--- src/rtl/countdown_timer_pkg.sv ---
// Shared definitions for the countdown timer.
// FSM state encodings, common with the up-counter harness.
package countdown_timer_pkg;

  localparam logic [1:0] ST_IDLE    = 2'd0;
  localparam logic [1:0] ST_RUN     = 2'd1;
  localparam logic [1:0] ST_EXPIRED = 2'd2;

endpackage

--- src/rtl/countdown_timer_if.sv ---
// Load handshake bundle for the countdown timer.
// Producer drives valid/value, timer drives ready.
interface countdown_timer_if #(
  parameter int WIDTH = 16
);

  logic             load_valid;
  logic             load_ready;
  logic [WIDTH-1:0] load_value;

  modport master (
    output load_valid,
    output load_value,
    input  load_ready
  );

  modport slave (
    input  load_valid,
    input  load_value,
    output load_ready
  );

endinterface

--- src/rtl/countdown_timer_sat_down_counter.sv ---
// Saturating down-counter: clamp on load, stops at 0.
// Load takes priority over decrement.
module sat_down_counter #(
  parameter int WIDTH      = 16,
  parameter int MAX_AMOUNT = 22
) (
  input  logic             clk,
  input  logic             reset,
  input  logic             load,
  input  logic [WIDTH-1:0] load_val,
  input  logic             dec,
  output logic [WIDTH-1:0] count,
  output logic             zero,
  output logic             one
);

  localparam logic [WIDTH-1:0] MAX_V = WIDTH'(MAX_AMOUNT);

  logic [WIDTH-1:0] clamped;

  assign clamped = (load_val > MAX_V) ? MAX_V : load_val;
  assign zero    = (count == '0);
  assign one     = (count == WIDTH'(1));

  // count register: load clamped value, else decrement without wrap
  always_ff @(posedge clk or posedge reset) begin
    if (reset) begin
      count <= MAX_V;
    end else if (load) begin
      count <= clamped;
    end else if (dec && !zero) begin
      count <= count - WIDTH'(1);
    end
  end

endmodule

--- src/rtl/countdown_timer.sv ---
// Loadable saturating countdown timer with auto-reload.
// FSM, reload register and load handshake live here.
module countdown_timer
  import countdown_timer_pkg::*;
#(
  parameter int WIDTH      = 16,
  parameter int MAX_AMOUNT = 22
) (
  input  logic              clk,
  input  logic              reset,
  countdown_timer_if.slave  ld,
  input  logic              start,
  input  logic              abort,
  input  logic              enable,
  input  logic              auto_reload,
  output logic [WIDTH-1:0]  count,
  output logic              busy,
  output logic              done
);

  localparam logic [WIDTH-1:0] MAX_V = WIDTH'(MAX_AMOUNT);

  logic [1:0]       state;
  logic [1:0]       state_n;
  logic [WIDTH-1:0] reload_reg;
  logic [WIDTH-1:0] reload_n;
  logic [WIDTH-1:0] clamped;
  logic [WIDTH-1:0] cnt_val;
  logic             cnt_ld;
  logic             cnt_dec;
  logic             zero;
  logic             one;
  logic             done_n;
  // set while RUN sits at 0 after its done pulse already fired
  logic             fired;
  logic             fired_n;
  logic             load_fire;
  logic             can_reload;

  assign ld.load_ready = (state != ST_RUN);
  assign busy          = (state == ST_RUN);
  assign load_fire     = ld.load_valid && ld.load_ready;
  assign clamped       = (ld.load_value > MAX_V) ? MAX_V : ld.load_value;
  assign can_reload    = (reload_reg != '0);

  sat_down_counter #(
    .WIDTH      (WIDTH),
    .MAX_AMOUNT (MAX_AMOUNT)
  ) u_cnt (
    .clk      (clk),
    .reset    (reset),
    .load     (cnt_ld),
    .load_val (cnt_val),
    .dec      (cnt_dec),
    .count    (count),
    .zero     (zero),
    .one      (one)
  );

  // next-state, counter control and done decode
  always_comb begin
    state_n  = state;
    reload_n = reload_reg;
    cnt_ld   = 1'b0;
    cnt_val  = clamped;
    cnt_dec  = 1'b0;
    done_n   = 1'b0;
    fired_n  = 1'b0;
    if (load_fire) begin
      cnt_ld   = 1'b1;
      reload_n = clamped;
    end
    case (state)
      ST_IDLE: begin
        if (abort)      state_n = ST_IDLE;
        else if (start) state_n = ST_RUN;
      end
      ST_EXPIRED: begin
        if (abort) begin
          state_n = ST_IDLE;
        end else if (start) begin
          state_n = ST_RUN;
          if (!load_fire && can_reload) begin
            cnt_ld  = 1'b1;
            cnt_val = reload_reg;
          end
        end
      end
      ST_RUN: begin
        if (abort) begin
          state_n = ST_IDLE;
        end else if (zero && !fired) begin
          done_n = 1'b1;
          if (auto_reload && can_reload) begin
            cnt_ld  = 1'b1;
            cnt_val = reload_reg;
          end else begin
            state_n = ST_EXPIRED;
          end
        end else if (zero) begin
          if (!enable) begin
            fired_n = 1'b1;
          end else if (auto_reload && can_reload) begin
            cnt_ld  = 1'b1;
            cnt_val = reload_reg;
          end else begin
            state_n = ST_EXPIRED;
          end
        end else if (enable) begin
          cnt_dec = 1'b1;
          if (one) begin
            done_n = 1'b1;
            if (auto_reload) fired_n = 1'b1;
            else             state_n = ST_EXPIRED;
          end
        end
      end
      default: state_n = ST_IDLE;
    endcase
  end

  // state, reload value, done pulse and zero-ack flag
  always_ff @(posedge clk or posedge reset) begin
    if (reset) begin
      state      <= ST_IDLE;
      reload_reg <= MAX_V;
      done       <= 1'b0;
      fired      <= 1'b0;
    end else begin
      state      <= state_n;
      reload_reg <= reload_n;
      done       <= done_n;
      fired      <= fired_n;
    end
  end

endmodule

--- src/flat_wrapper.sv ---
// flat-port wrapper written by rule: the top's interface ports become plain ports
module countdown_timer_flat import countdown_timer_pkg::*;
#(
  parameter int WIDTH      = 16,
  parameter int MAX_AMOUNT = 22
)
  (clk, reset, start, abort, enable, auto_reload, count, busy, done, ld_load_valid, ld_load_value, ld_load_ready);
  countdown_timer_if #(.WIDTH(WIDTH)) ld_i ();
  input  logic clk;
  input  logic reset;
  input  logic start;
  input  logic abort;
  input  logic enable;
  input  logic auto_reload;
  output logic [WIDTH-1:0] count;
  output logic busy;
  output logic done;
  input wire logic [$bits(ld_i.load_valid)-1:0] ld_load_valid;
  input wire logic [$bits(ld_i.load_value)-1:0] ld_load_value;
  output wire logic [$bits(ld_i.load_ready)-1:0] ld_load_ready;
  assign ld_i.load_valid = ld_load_valid;
  assign ld_i.load_value = ld_load_value;
  assign ld_load_ready = ld_i.load_ready;
  countdown_timer #(.WIDTH(WIDTH), .MAX_AMOUNT(MAX_AMOUNT)) u_core (.clk(clk), .reset(reset), .ld(ld_i), .start(start), .abort(abort), .enable(enable), .auto_reload(auto_reload), .count(count), .busy(busy), .done(done));
endmodule
--- config.mk ---
export PLATFORM = sky130hd
export DESIGN_NAME = countdown_timer_flat
export DESIGN_NICKNAME = d
export VERILOG_FILES = /design/src/rtl/countdown_timer_pkg.sv /design/src/rtl/countdown_timer_if.sv /design/src/rtl/countdown_timer_sat_down_counter.sv /design/src/rtl/countdown_timer.sv /design/src/flat_wrapper.sv
export SDC_FILE = /design/constraint.sdc
export NUM_CORES = 1
export LEC_CHECK = 0
export ABC_CLOCK_PERIOD_IN_PS = 3300
export CORE_MARGIN = 2
export CORE_UTILIZATION = 47
export CTS_CLUSTER_DIAMETER = 30
export DETAILED_ROUTE_END_ITERATION = 7
export PLACE_DENSITY = 0.78
export SLEW_MARGIN = 20
export SYNTH_ARGS = -nofsm -noshare
export SYNTH_HDL_FRONTEND = slang
export SYNTH_SLANG_ARGS = --single-unit
--- constraint.sdc ---
create_clock -name clk -period 3.3 [get_ports clk]
set_input_delay 0.99 -clock clk [delete_from_list [all_inputs] [get_ports clk]]
set_output_delay 0.99 -clock clk [all_outputs]
set_load 0.02 [all_outputs]
; After elaboration in Yosys (flattened, before gate mapping)
; Cells that the tools add are included.
; Widths: inputs -> output; s select.
[word_totals]
regBits = 36
[classes]
n_addsub = 1
n_eq_ne = 8
n_reduce_logical = 14
order_cmp = 2
mux = 53
[op_table]
columns = cell, n
row1 = $mux 16, 12
row2 = $gt 16x5->1 const B, 2
row3 = $pmux 16 s2, 1
row4 = $mux 1, 28
row5 = $mux 2, 10
row6 = $eq 16x1->1 const B, 1
row7 = $logic_not 16->1, 1
row8 = $reduce_bool 16->1, 1
row9 = $sub 16x1->16 const B, 1
row10 = $logic_and 1x1->1, 5
row11 = $ne 5x2->1 const B, 1
row12 = $ne 5x3->1 const B, 1
row13 = $ne 4x3->1 const B, 1
row14 = $pmux 2 s2, 1
row15 = $reduce_and 4->1, 1
row16 = $logic_not 1->1, 3
row17 = $ne 3x1->1 const B, 1
row18 = $eq 2x1->1 const B, 1
row19 = $eq 2x2->1 const B, 1
row20 = $logic_not 2->1, 1
row21 = $ne 2x1->1 const B, 1
row22 = $pmux 1 s2, 1
row23 = $reduce_bool 2->1, 1
row24 = $reduce_or 2->1, 1

; Longest topological paths before layout
; Gate-level depths: netlist of run 1.
[logic_depth]
depth_word = 11
ltp_mapped = 10
ltp_nobuf = 10

; Cells and area by module
; From an unflattened synthesis of run 1, not the netlist that was laid out.
[hier_totals]
hier_cells = 245
hier_area_um2 = 2299.7
[modules_own_cells]
columns = module, n_inst, area_each_um2, cells_per_inst
row1 = countdown_timer, 1, 1199.9, 126
row2 = sat_down_counter, 1, 1099.8, 119

; Least setup slack after synthesis of run 1
; No wires, ideal clock.
[synth_timing]
kind = register -> register
start = register u_core.u_cnt.count[10]
end = register u_core.u_cnt.count[3]
arrival_time_ns = 3.225
period_less_slack_ns = 3.321
slack_ns = -0.021
path_stages_with_launch = 11
cell_sequence = dfrtp_1 -> or4_4 -> or3_4 -> or4_4 -> buf_6 -> or4_4 -> buf_6 -> mux2i_1 -> a21oi_1 -> nand2_1 -> o31ai_1
[synth_via]
elab_chain_len = 8
elab_cells_between_ends = 20
cone_classes = order compare (1) / mux (14) / reduce/logical (5)
[synth_rtl]
columns = element, line
row1 = "start, declared", countdown_timer_sat_down_counter.sv:12  ; output logic [WIDTH-1:0] count,
row2 = "start signal, assigned", countdown_timer_sat_down_counter.sv:30  ; count <= clamped;
row3 = "start signal, assigned", countdown_timer_sat_down_counter.sv:32  ; count <= count - WIDTH'(1);
row4 = $logic_not 16->1 (*), countdown_timer_sat_down_counter.sv:22  ; assign zero = (count == '0);
row5 = $mux 16 or $logic_and 1x1->1 (tied branches), "countdown_timer.sv:100, countdown_timer.sv:92"
row6 = $mux 16, countdown_timer.sv:92  ; end else if (zero && !fired) begin
row7 = $mux 16, countdown_timer.sv:90  ; if (abort) begin
row8 = $pmux 16 s2, countdown_timer.sv:73  ; case (state)
row9 = $gt 16x5->1, countdown_timer_sat_down_counter.sv:21  ; assign clamped = (load_val > MAX_V) ? MAX_V : load_val;
row10 = $mux 16, countdown_timer_sat_down_counter.sv:21
row11 = $mux 16, countdown_timer_sat_down_counter.sv:29  ; end else if (load) begin
; Every way passes the cells marked *; elsewhere a longest branch is shown, timed or not.
; A chain may end at the register's enable or synchronous reset.

; Worst setup path in the final report of run 1
; Same ends and word-level chain as after synthesis.

==> results of run 1 <==
power by group:
group / internal, mW / total (mW) / switching, mW
clock: 0.147 / 0.311 / 0.164
sequential: 0.517 / 0.577 / 0.0608
combinational: 0.350 / 0.867 / 0.518
worst paths after layout:
| path | end | cells after the start | slack [ns] |
|---|---|---|---|
| max reg2reg | u_core.u_cnt.count[3]$_DFFE_PP0P_ | 8 | 0.10 |
| max | u_core.u_cnt.count[3]$_DFFE_PP0P_ | 8 | 0.10 |
| min in group asynchronous | u_core.reload_reg[13]$_DFFE_PP0P_ | 3 | 1.10 |
| min reg2reg | u_core.reload_reg[8]$_DFFE_PP0P_ | 1 | 0.49 |
| max in group asynchronous | u_core.reload_reg[2]$_DFFE_PP1P_ | 3 | 1.84 |
| min | u_core.reload_reg[8]$_DFFE_PP0P_ | 1 | 0.49 |
stage by stage:
stage | util | TNS, ns | setup WS, ns | hold WS, ns | total power [mW]
global placement | 0.612 | 0 | 0.134 | 0.470 | 1.41
detailed placement | 0.612 | 0 | 0.00368 | 0.472 | 1.43
global route | 0.638 | -0.00681 | -0.00462 | 0.508 | 1.88
floorplan | - | 0 | 0.0136 | 0.454 | 1.16
CTS | 0.633 | 0 | 0.00162 | 0.494 | 1.76
finish | 0.638 | 0 | 0.105 | 0.487 | 1.76
placed cells by master (no fill, tap or decap), drive strengths merged, types with 8 or more instances in the layout:
master / netlist / final
nor3: 13 / 13
clkdlybuf4s50: 0 / 41
inv: 14 / 14
nand2: 18 / 18
o21ai: 17 / 17
a21oi: 12 / 12
xnor2: 9 / 9
nor4: 8 / 8
buf: 2 / 11
nor2: 21 / 21
dfrtp: 30 / 30
and2: 12 / 12
routing by layer:
| metal | vias up | routed length [um] | global-route usage |
|---|---|---|---|
| li1 | 971 | - | - |
| met1 | 944 | 2240 | 0.278 |
| met2 | 53 | 2490 | 0.352 |
| met3 | 13 | 348 | 0.0681 |
| met4 | 0 | 111 | 0.0776 |
| met5 | - | 0 | 0 |
worst max-delay path, delay by kind of cell (launching register included):
family,cells,cell delay (ns)
muxes,1,0.16
and+or+nand+nor,5,2.09
AOI/OAI and AO/OA,2,0.43
DFF,1,0.43
what timing repair did:
item                                   in CTS  in global routing
setup endpoints to repair                   1                  4
pin swaps                                   0                  2
endpoints found under the hold margin       0                  0
buffers inserted                            0                  0
resized for setup                           1                  4
cell families (layout without fill, tap and decap cells):
group                    after synthesis  after routing
multiplexers                           5              5
AND/OR/NAND/NOR                       95             95
flip-flops                            36             36
AO/OA/AOI/OAI                         65             65
buffers and inverters                 23             74
adder cells (fa/ha/maj)                6              6
XOR/XNOR                              11             11
final cells by class:
type	count	share of cell area
multi-input combinational	182	0.429
sequential	36	0.323
timing repair buffer	52	0.175
clock buffer	5	0.0244
tap	52	0.0231
inverter	14	0.0187
clock inverter	3	0.00666
==> results_dict.tcl, run 1 <==
set metrics [dict create \
    cp_cell_sequence "or4_4 > or3_4 > or4_4 > or4_4 > mux2i_1 > a21oi_2 > nand2_1 > o31ai_2" \
    routedWlPerCell_um 15.1 \
    final_cell_count_no_fill 344 \
    wirelength_um 5190 \
    clock.fmax_mhz 313 \
    status "finished, final reports clean" \
    fin_crit_ns 3.20 \
    gp_congestion 0.876 \
    cts_buffers 5 \
    muxShareOfSynthArea 0.0252 \
    end_kind "flip-flop" \
    synth_fa_ha_area_frac 0.0343 \
    synth_common_cells "dfrtp_1 (30), nor2_1 (21), nand2_1 (18)" \
    path_max_fanout 9 \
    max_stage_delay_ns 0.56 \
    grt_max_degree 37 \
    fp.dieW_um 72.2 \
    grt_pass1_wl_um 8980 \
    syn-num-nets 270 \
    antenna_found_initial 0 \
    fin_skew_ns 0.00894 \
    synth_top_cell_area_share 0.343 \
    worstPathArrival_ns 3.40 \
    slew_violations 0 \
    start_util 0.496 \
    maxCapViolCount 0 \
    cp.required_ns 3.50 \
    grt_pass1_vias 1996 \
    synth_compound_area_frac 0.206 \
    leakagePower_nw 1.19 \
    hp-start "u_core.reload_reg[8]$_DFFE_PP0P_" \
    crit_start "u_core.u_cnt.count[10]$_DFFE_PP0P_" \
    synth-main-ff-cell "dfrtp_1" \
    cp_common_cell "or4_4" \
    rows 24 \
    via_per_inst 5.76 \
    fillCellCount 384 \
    hold_buffers 0 \
    ir_drop_v 0.000363 \
    synth_edf_count 0 \
    hold_path_class "reg2reg" \
    yosysMostFrequentCell "dfrtp_1" \
    tightest_slew_ns 0.485 \
    tritoncts "built" \
    clk_path_buf_depth 2 \
    track_usage 0.219 \
    cts-root-buf "clkbuf_8" \
    reg2reg_from "u_core.u_cnt.count[10]$_DFFE_PP0P_" \
    dp_cells 336 \
    drive_gt1_frac 0.144 \
    ios 42 \
    finalNetCount 320 \
    synth_top_family_by_area "simple AND/OR/NAND/NOR gates" \
    cts.sinks 36 \
    firstDrtPassIters 4 \
    area_growth_pct 28.7 \
    synth-simple-area-share 0.229 \
    pwr_density_cell_mw_per_mm2 623 \
    dpl_cell_area_mm2 0.00270 \
    netlist_area_mm2 0.00219 \
    synth_area_leaders "dfrtp_1 (34%), dfstp_2 (7.2%), nor2_1 (3.6%), xnor2_1 (3.6%), and2_1 (3.4%)" \
    yosys.cell_types.count 52 \
    ys_warn_count 0 \
    crit_path_start_kind "flip-flop" \
    antennaDiodeCount 0 \
    hold_viol_final 0 \
    yosysTopAreaCell "dfrtp_1" \
    synth_area_per_cell_um2 9.08 \
    core_area_mm2 0.00441 \
    die_area_mm2 0.00522 \
    drc 0 \
    ant_nets 0 \
    setup_viol 0 \
    h-tree-depth 2 \
    synthArstFlopShare 1.00 \
    multi_input_area_mm2 0.00121 \
    ys_seq_elements 36 \
    synthXorXnorAreaFrac 0.0440 \
    max_slew_margin 0.673 \
    port_buffers 41 \
    die_h_um 72.2 \
    worst_path_max_delay_cell "or4_4" \
    clkTransAtPathRegs_ns 0.08 \
    crit_type "reg2reg" \
    fin_crit_sh 0.968 \
    dp_hpwl_um 3920 \
    drt_first_iter_violations 129 \
    num_vias 1981 \
    finish.instance_area_mm2 0.00282 \
    grt_remaining_overflow 0 \
    clock_latency_ns 0.30 \
    syn_inst 241 \
    yosysSeqAreaShare 0.415 \
    seqCellArea_um2 910 \
]
Note: power is estimated with default switching activity, not from simulation.
==> run 2: changes to the inputs <==
- ABC_CLOCK_PERIOD_IN_PS: 3300 -> 3700
- CORE_UTILIZATION: 47 -> 56
- CTS_CLUSTER_SIZE: default -> 16
- PLACE_DENSITY: 0.78 -> 0.84
- clock period: 3.3 -> 3.7 ns (I/O delays scaled with it)
==> run 2 against run 1 <==
Against the previous run: clock-buffer cell count did not move; sequential cell count did not move; clock skew fell by 0.0024 ns; fmax fell by 7.5%; sequential power fell by 9.4%.
==> results_dict.tcl, run 2 (synthesis gave the netlist of run 1 again) <==
set metrics [dict create \
    num_vias 1998 \
    p_int_mw 0.877 \
    r2r-end "u_core.u_cnt.count[3]$_DFFE_PP0P_" \
    die_area_mm2 0.00442 \
    core_area_mm2 0.00372 \
    path_max_fanout 9 \
    clock.fmax_mhz 289 \
    track_usage 0.271 \
    firstDrtPassIters 4 \
    cts-root-buf "clkbuf_8" \
    grt_max_degree 20 \
    seqPwrFrac 0.339 \
    rsz0062_at_grt "no" \
    power_switching_mw 0.664 \
    crit_start "u_core.u_cnt.count[10]$_DFFE_PP0P_" \
    pwr_density_cell_mw_per_mm2 566 \
    status "finished, final reports clean" \
    hold_path_class "reg2reg" \
    reg2regPathDepth 8 \
    max_slew_margin 0.544 \
    clkTransAtPathRegs_ns 0.07 \
    holdPathEnd "u_core.reload_reg[7]$_DFFE_PP0P_" \
    p_comb_frac 0.480 \
    finalNetCount 312 \
    wirelength_um 5400 \
    clock_latency_ns 0.30 \
    h-tree-depth 2 \
    maxCapViolCount 0 \
    via_per_inst 6.02 \
    fin_skew_ns 0.00656 \
    tightest_slew_ns 0.683 \
    crit_path_start_kind "flip-flop" \
    fin_crit_ns 3.45 \
    layout_common_cells "clkdlybuf4s50_1 (41), dfrtp_1 (30), nor2_1 (21)" \
    holdWs_ns 0.486 \
    fp.dieW_um 66.5 \
    cts.sinks 36 \
    antennaDiodeCount 0 \
    drt_first_iter_violations 170 \
    area_growth_pct 24.3 \
    end_kind "flip-flop" \
    tns_ns 0 \
    grt_remaining_overflow 0 \
    ir_drop_v 0.000409 \
    holdPathStages 1 \
    fin_crit_sh 0.934 \
    ant_nets 0 \
    port_buffers 41 \
    antenna_found_initial 0 \
    ios 42 \
    layout.cells.most_common "clkdlybuf4s50_1" \
    hold_buffers 0 \
    r2r_slack_ns 0.25 \
    grt_pass1_vias 1955 \
    hold_viol_final 0 \
    worstPathArrival_ns 3.65 \
    slew_violations 0 \
    dp_hpwl_um 3980 \
    drive_gt1_frac 0.0986 \
    gp_congestion 0.857 \
    power.share.clock 0.180 \
    setup_viol 0 \
    cp.required_ns 3.89 \
    grt_pass1_wl_um 9030 \
    rows 22 \
    clk_path_buf_depth 2 \
    start_util 0.589 \
    hp-start "u_core.reload_reg[7]$_DFFE_PP0P_" \
    leakagePower_nw 1.15 \
    tritoncts "built" \
    postCtsResizedCells 0 \
    crit_type "reg2reg" \
    die_h_um 66.5 \
    cts_buffers 5 \
    drc 0 \
    postCtsSetupBuffers 0 \
    switching_share 0.431 \
    routedWlPerCell_um 16.3 \
    reg2reg_from "u_core.u_cnt.count[10]$_DFFE_PP0P_" \
]
run 2: cell types whose count changed in the layout (fill, tap and decap cells not counted), sizes merged:
| cell | before | now |
|---|---|---|
| buf | 11 | 3 |
run 2: power groups by stage:
stage	combinational (mW)	sequential [mW]	clock, mW
2_1_floorplan	0.493	0.539	0
3_3_place_gp	0.706	0.523	0
3_5_place_dp	0.726	0.526	0
4_1_cts	0.733	0.520	0.280
5_1_grt	0.804	0.529	0.295
6_report	0.740	0.523	0.278
run 2: routing by layer:
layer,part of all wire,global-route usage
met5,0,0
met4,0.015,0.102
met3,0.057,0.0439
met2,0.48,0.431
met1,0.45,0.373
run 2: how the worst max path moves through the flow:
stage                                         end  slack (ns)  cells past startpoint
2_1_floorplan   u_core.u_cnt.count[3]$_DFFE_PP0P_        0.38                     10
3_3_place_gp    u_core.u_cnt.count[3]$_DFFE_PP0P_        0.35                      8
3_5_place_dp   u_core.u_cnt.count[11]$_DFFE_PP0P_        0.27                      7
4_1_cts         u_core.u_cnt.count[3]$_DFFE_PP0P_        0.27                      8
5_1_grt         u_core.u_cnt.count[3]$_DFFE_PP0P_        0.16                      8
6_report        u_core.u_cnt.count[3]$_DFFE_PP0P_        0.25                      8
run 2: critical path, stage by stage, from the launching register on:
cell     delay, ns
dfrtp_1       0.43
or4_4         0.56
or3_4         0.37
or4_4         0.55
or4_4         0.57
mux2i_1       0.15
a21oi_1       0.34
nand2_1       0.15
o31ai_1       0.23
run 2: cell type report:
type	instances	area (um2)
Multi-Input combinational cell	182	1180
Tap cell	48	60.1
Inverter	14	52.6
Timing Repair Buffer	44	433
Clock buffer	5	68.8
Clock inverter	3	18.8
Sequential cell	36	908
Fill cell	298	996
run 2: through the flow:
step / utilization / std cells / total power [mW] / instance area, um2 / setup WS (ns)
after floorplan: - / 241 / 1.03 / 2190 / 0.379
after global placement: 0.708 / 324 / 1.23 / 2630 / 0.355
after detailed placement: 0.708 / 324 / 1.25 / 2630 / 0.266
after CTS: 0.732 / 332 / 1.53 / 2720 / 0.272
after global routing: 0.732 / 332 / 1.63 / 2720 / 0.164
final: 0.732 / 332 / 1.54 / 2720 / 0.245
==> run 3: changes to the inputs <==
- CORE_ASPECT_RATIO: default -> 1.4
- SLEW_MARGIN: 20 -> 15
==> run 3 against run 2 <==
Against the previous run: setup slack better by 0.043 ns; clock-buffer cell count is 3 higher; first-iteration DRC count is 64% lower; global-route usage is 2.5 points lower; critical endpoint unchanged.
==> results_dict.tcl, run 3 (synthesis gave the netlist of run 1 again) <==
set metrics [dict create \
    area_growth_pct 24.1 \
    fin_crit_ns 3.41 \
    max_slew_margin 0.621 \
    seqPwrFrac 0.341 \
    path_max_fanout 9 \
    p_comb_frac 0.468 \
    antenna_found_initial 0 \
    postCtsResizedCells 0 \
    finalNetCount 312 \
    port_buffers 41 \
    layout.cells.most_common "clkdlybuf4s50_1" \
    tightest_slew_ns 0.563 \
    reg2regPathDepth 8 \
    wirelength_um 5040 \
    grt_max_degree 24 \
    status "finished, final reports clean" \
    dp_hpwl_um 3620 \
    slew_violations 0 \
    cp.required_ns 3.88 \
    clock.fmax_mhz 293 \
    gp_congestion 0.804 \
    switching_share 0.413 \
    cts.sinks 36 \
    clk_path_buf_depth 2 \
    tritoncts "built" \
    firstDrtPassIters 4 \
    dpl_cell_area_mm2 0.00263 \
    drive_gt1_frac 0.0915 \
    crit_start "u_core.u_cnt.count[3]$_DFFE_PP0P_" \
    holdWs_ns 0.490 \
    start_util 0.590 \
    antennaDiodeCount 0 \
    drt_first_iter_violations 61 \
    postCtsSetupBuffers 0 \
    core_area_mm2 0.00371 \
    leakagePower_nw 1.15 \
    rsz0062_at_grt "no" \
    setup_viol 0 \
    cp_cell_sequence "or4_1 > or3_1 > or4_4 > or4_4 > mux2i_1 > a21oi_1 > nand2_1 > o31ai_1" \
    grt_remaining_overflow 0 \
    grt_pass1_vias 1887 \
    power.share.clock 0.190 \
    finish.instance_area_mm2 0.00272 \
    final_core_util 0.732 \
    ant_nets 0 \
    rows 26 \
    tns_ns 0 \
    h-tree-depth 2 \
    pwr_density_cell_mw_per_mm2 563 \
    grt_pass1_wl_um 8530 \
    hold_viol_final 0 \
    cts-root-buf "clkbuf_8" \
    num_vias 1928 \
    reg2reg_from "u_core.u_cnt.count[3]$_DFFE_PP0P_" \
    fin_skew_ns 0.0110 \
    p_int_mw 0.896 \
    clkTransAtPathRegs_ns 0.06 \
    die_h_um 78.0 \
    setup_slack_ns 0.288 \
    fp.dieW_um 56.8 \
    end_kind "flip-flop" \
    fillCellCount 297 \
    fin_crit_sh 0.922 \
    maxCapViolCount 0 \
    endpoint "u_core.u_cnt.count[3]$_DFFE_PP0P_" \
    crit_path_start_kind "flip-flop" \
    ios 42 \
    cts_buffers 5 \
    dp_slack_ns 0.408 \
    r2r-end "u_core.u_cnt.count[3]$_DFFE_PP0P_" \
    clock_latency_ns 0.30 \
    hold_buffers 0 \
    ir_drop_v 0.000472 \
    track_usage 0.247 \
    layout_common_cells "clkdlybuf4s50_1 (41), dfrtp_1 (30), nor2_1 (21)" \
    via_per_inst 5.91 \
    max_stage_delay_ns 0.62 \
    cp_common_cell "or4_4" \
    drc 0 \
    hold_path_class "reg2reg" \
    die_area_mm2 0.00443 \
    power_switching_mw 0.631 \
    worst_path_max_delay_cell "or4_1" \
    crit_type "reg2reg" \
    routedWlPerCell_um 15.4 \
    r2r_slack_ns 0.29 \
    worstPathArrival_ns 3.60 \
]
run 3: cell types whose count changed in the layout (fill, tap and decap cells not counted):
cell      before  now
clkinv_4       1    0
clkbuf_8       5    6
clkinv_2       2    0
clkbuf_1       0    2
run 3: metal layers:
metal  routed length (um)  vias to the layer above  GRT usage
met4                   85                        0      0.116
met5                    0                        -          0
met3                  280                        6     0.0600
met1                 2240                      903      0.318
li1                     -                      963          -
met2                 2430                       56      0.387
run 3: per-stage QoR:
stage          cells  total power [mW]
5_1_grt          326              1.64
4_1_cts          326              1.53
3_3_place_gp     318              1.23
6_report         326              1.53
3_5_place_dp     318              1.24
2_1_floorplan    241              1.03
run 3: final cells by class:
class / count / area [um2] / share of cell area
Timing Repair Buffer: 44 / 433 / 0.159
Clock buffer: 8 / 90.1 / 0.0332
Multi-Input combinational cell: 182 / 1180 / 0.434
Inverter: 14 / 52.6 / 0.0194
Tap cell: 42 / 52.6 / 0.0194
Sequential cell: 36 / 908 / 0.335
run 3: worst min path at each step:
stage	endpoint	cells past startpoint	slack, ns	startpoint
finish	u_core.reload_reg[12]$_DFFE_PP0P_	1	0.49	u_core.reload_reg[12]$_DFFE_PP0P_
global route	u_core.reload_reg[12]$_DFFE_PP0P_	1	0.51	u_core.reload_reg[12]$_DFFE_PP0P_
CTS	u_core.reload_reg[12]$_DFFE_PP0P_	1	0.49	u_core.reload_reg[12]$_DFFE_PP0P_
detailed placement	u_core.reload_reg[12]$_DFFE_PP0P_	1	0.47	u_core.reload_reg[12]$_DFFE_PP0P_
global placement	u_core.reload_reg[15]$_DFFE_PP0P_	1	0.47	u_core.reload_reg[15]$_DFFE_PP0P_
floorplan	u_core.reload_reg[5]$_DFFE_PP0P_	1	0.45	u_core.reload_reg[5]$_DFFE_PP0P_
run 3: power groups by stage:
stage | logic (mW) | registers, mW | clock network (mW)
global placement | 0.703 | 0.525 | 0
detailed placement | 0.710 | 0.526 | 0
global route | 0.798 | 0.529 | 0.311
CTS | 0.715 | 0.520 | 0.296
floorplan | 0.493 | 0.539 | 0
finish | 0.715 | 0.521 | 0.291
run 3: critical path: cells and delay by family, from the launching register on:
| kind | cells | cell delay (ns) |
|---|---|---|
| compound gates | 2 | 0.55 |
| flops | 1 | 0.45 |
| mux | 1 | 0.14 |
| simple gates | 5 | 2.16 |
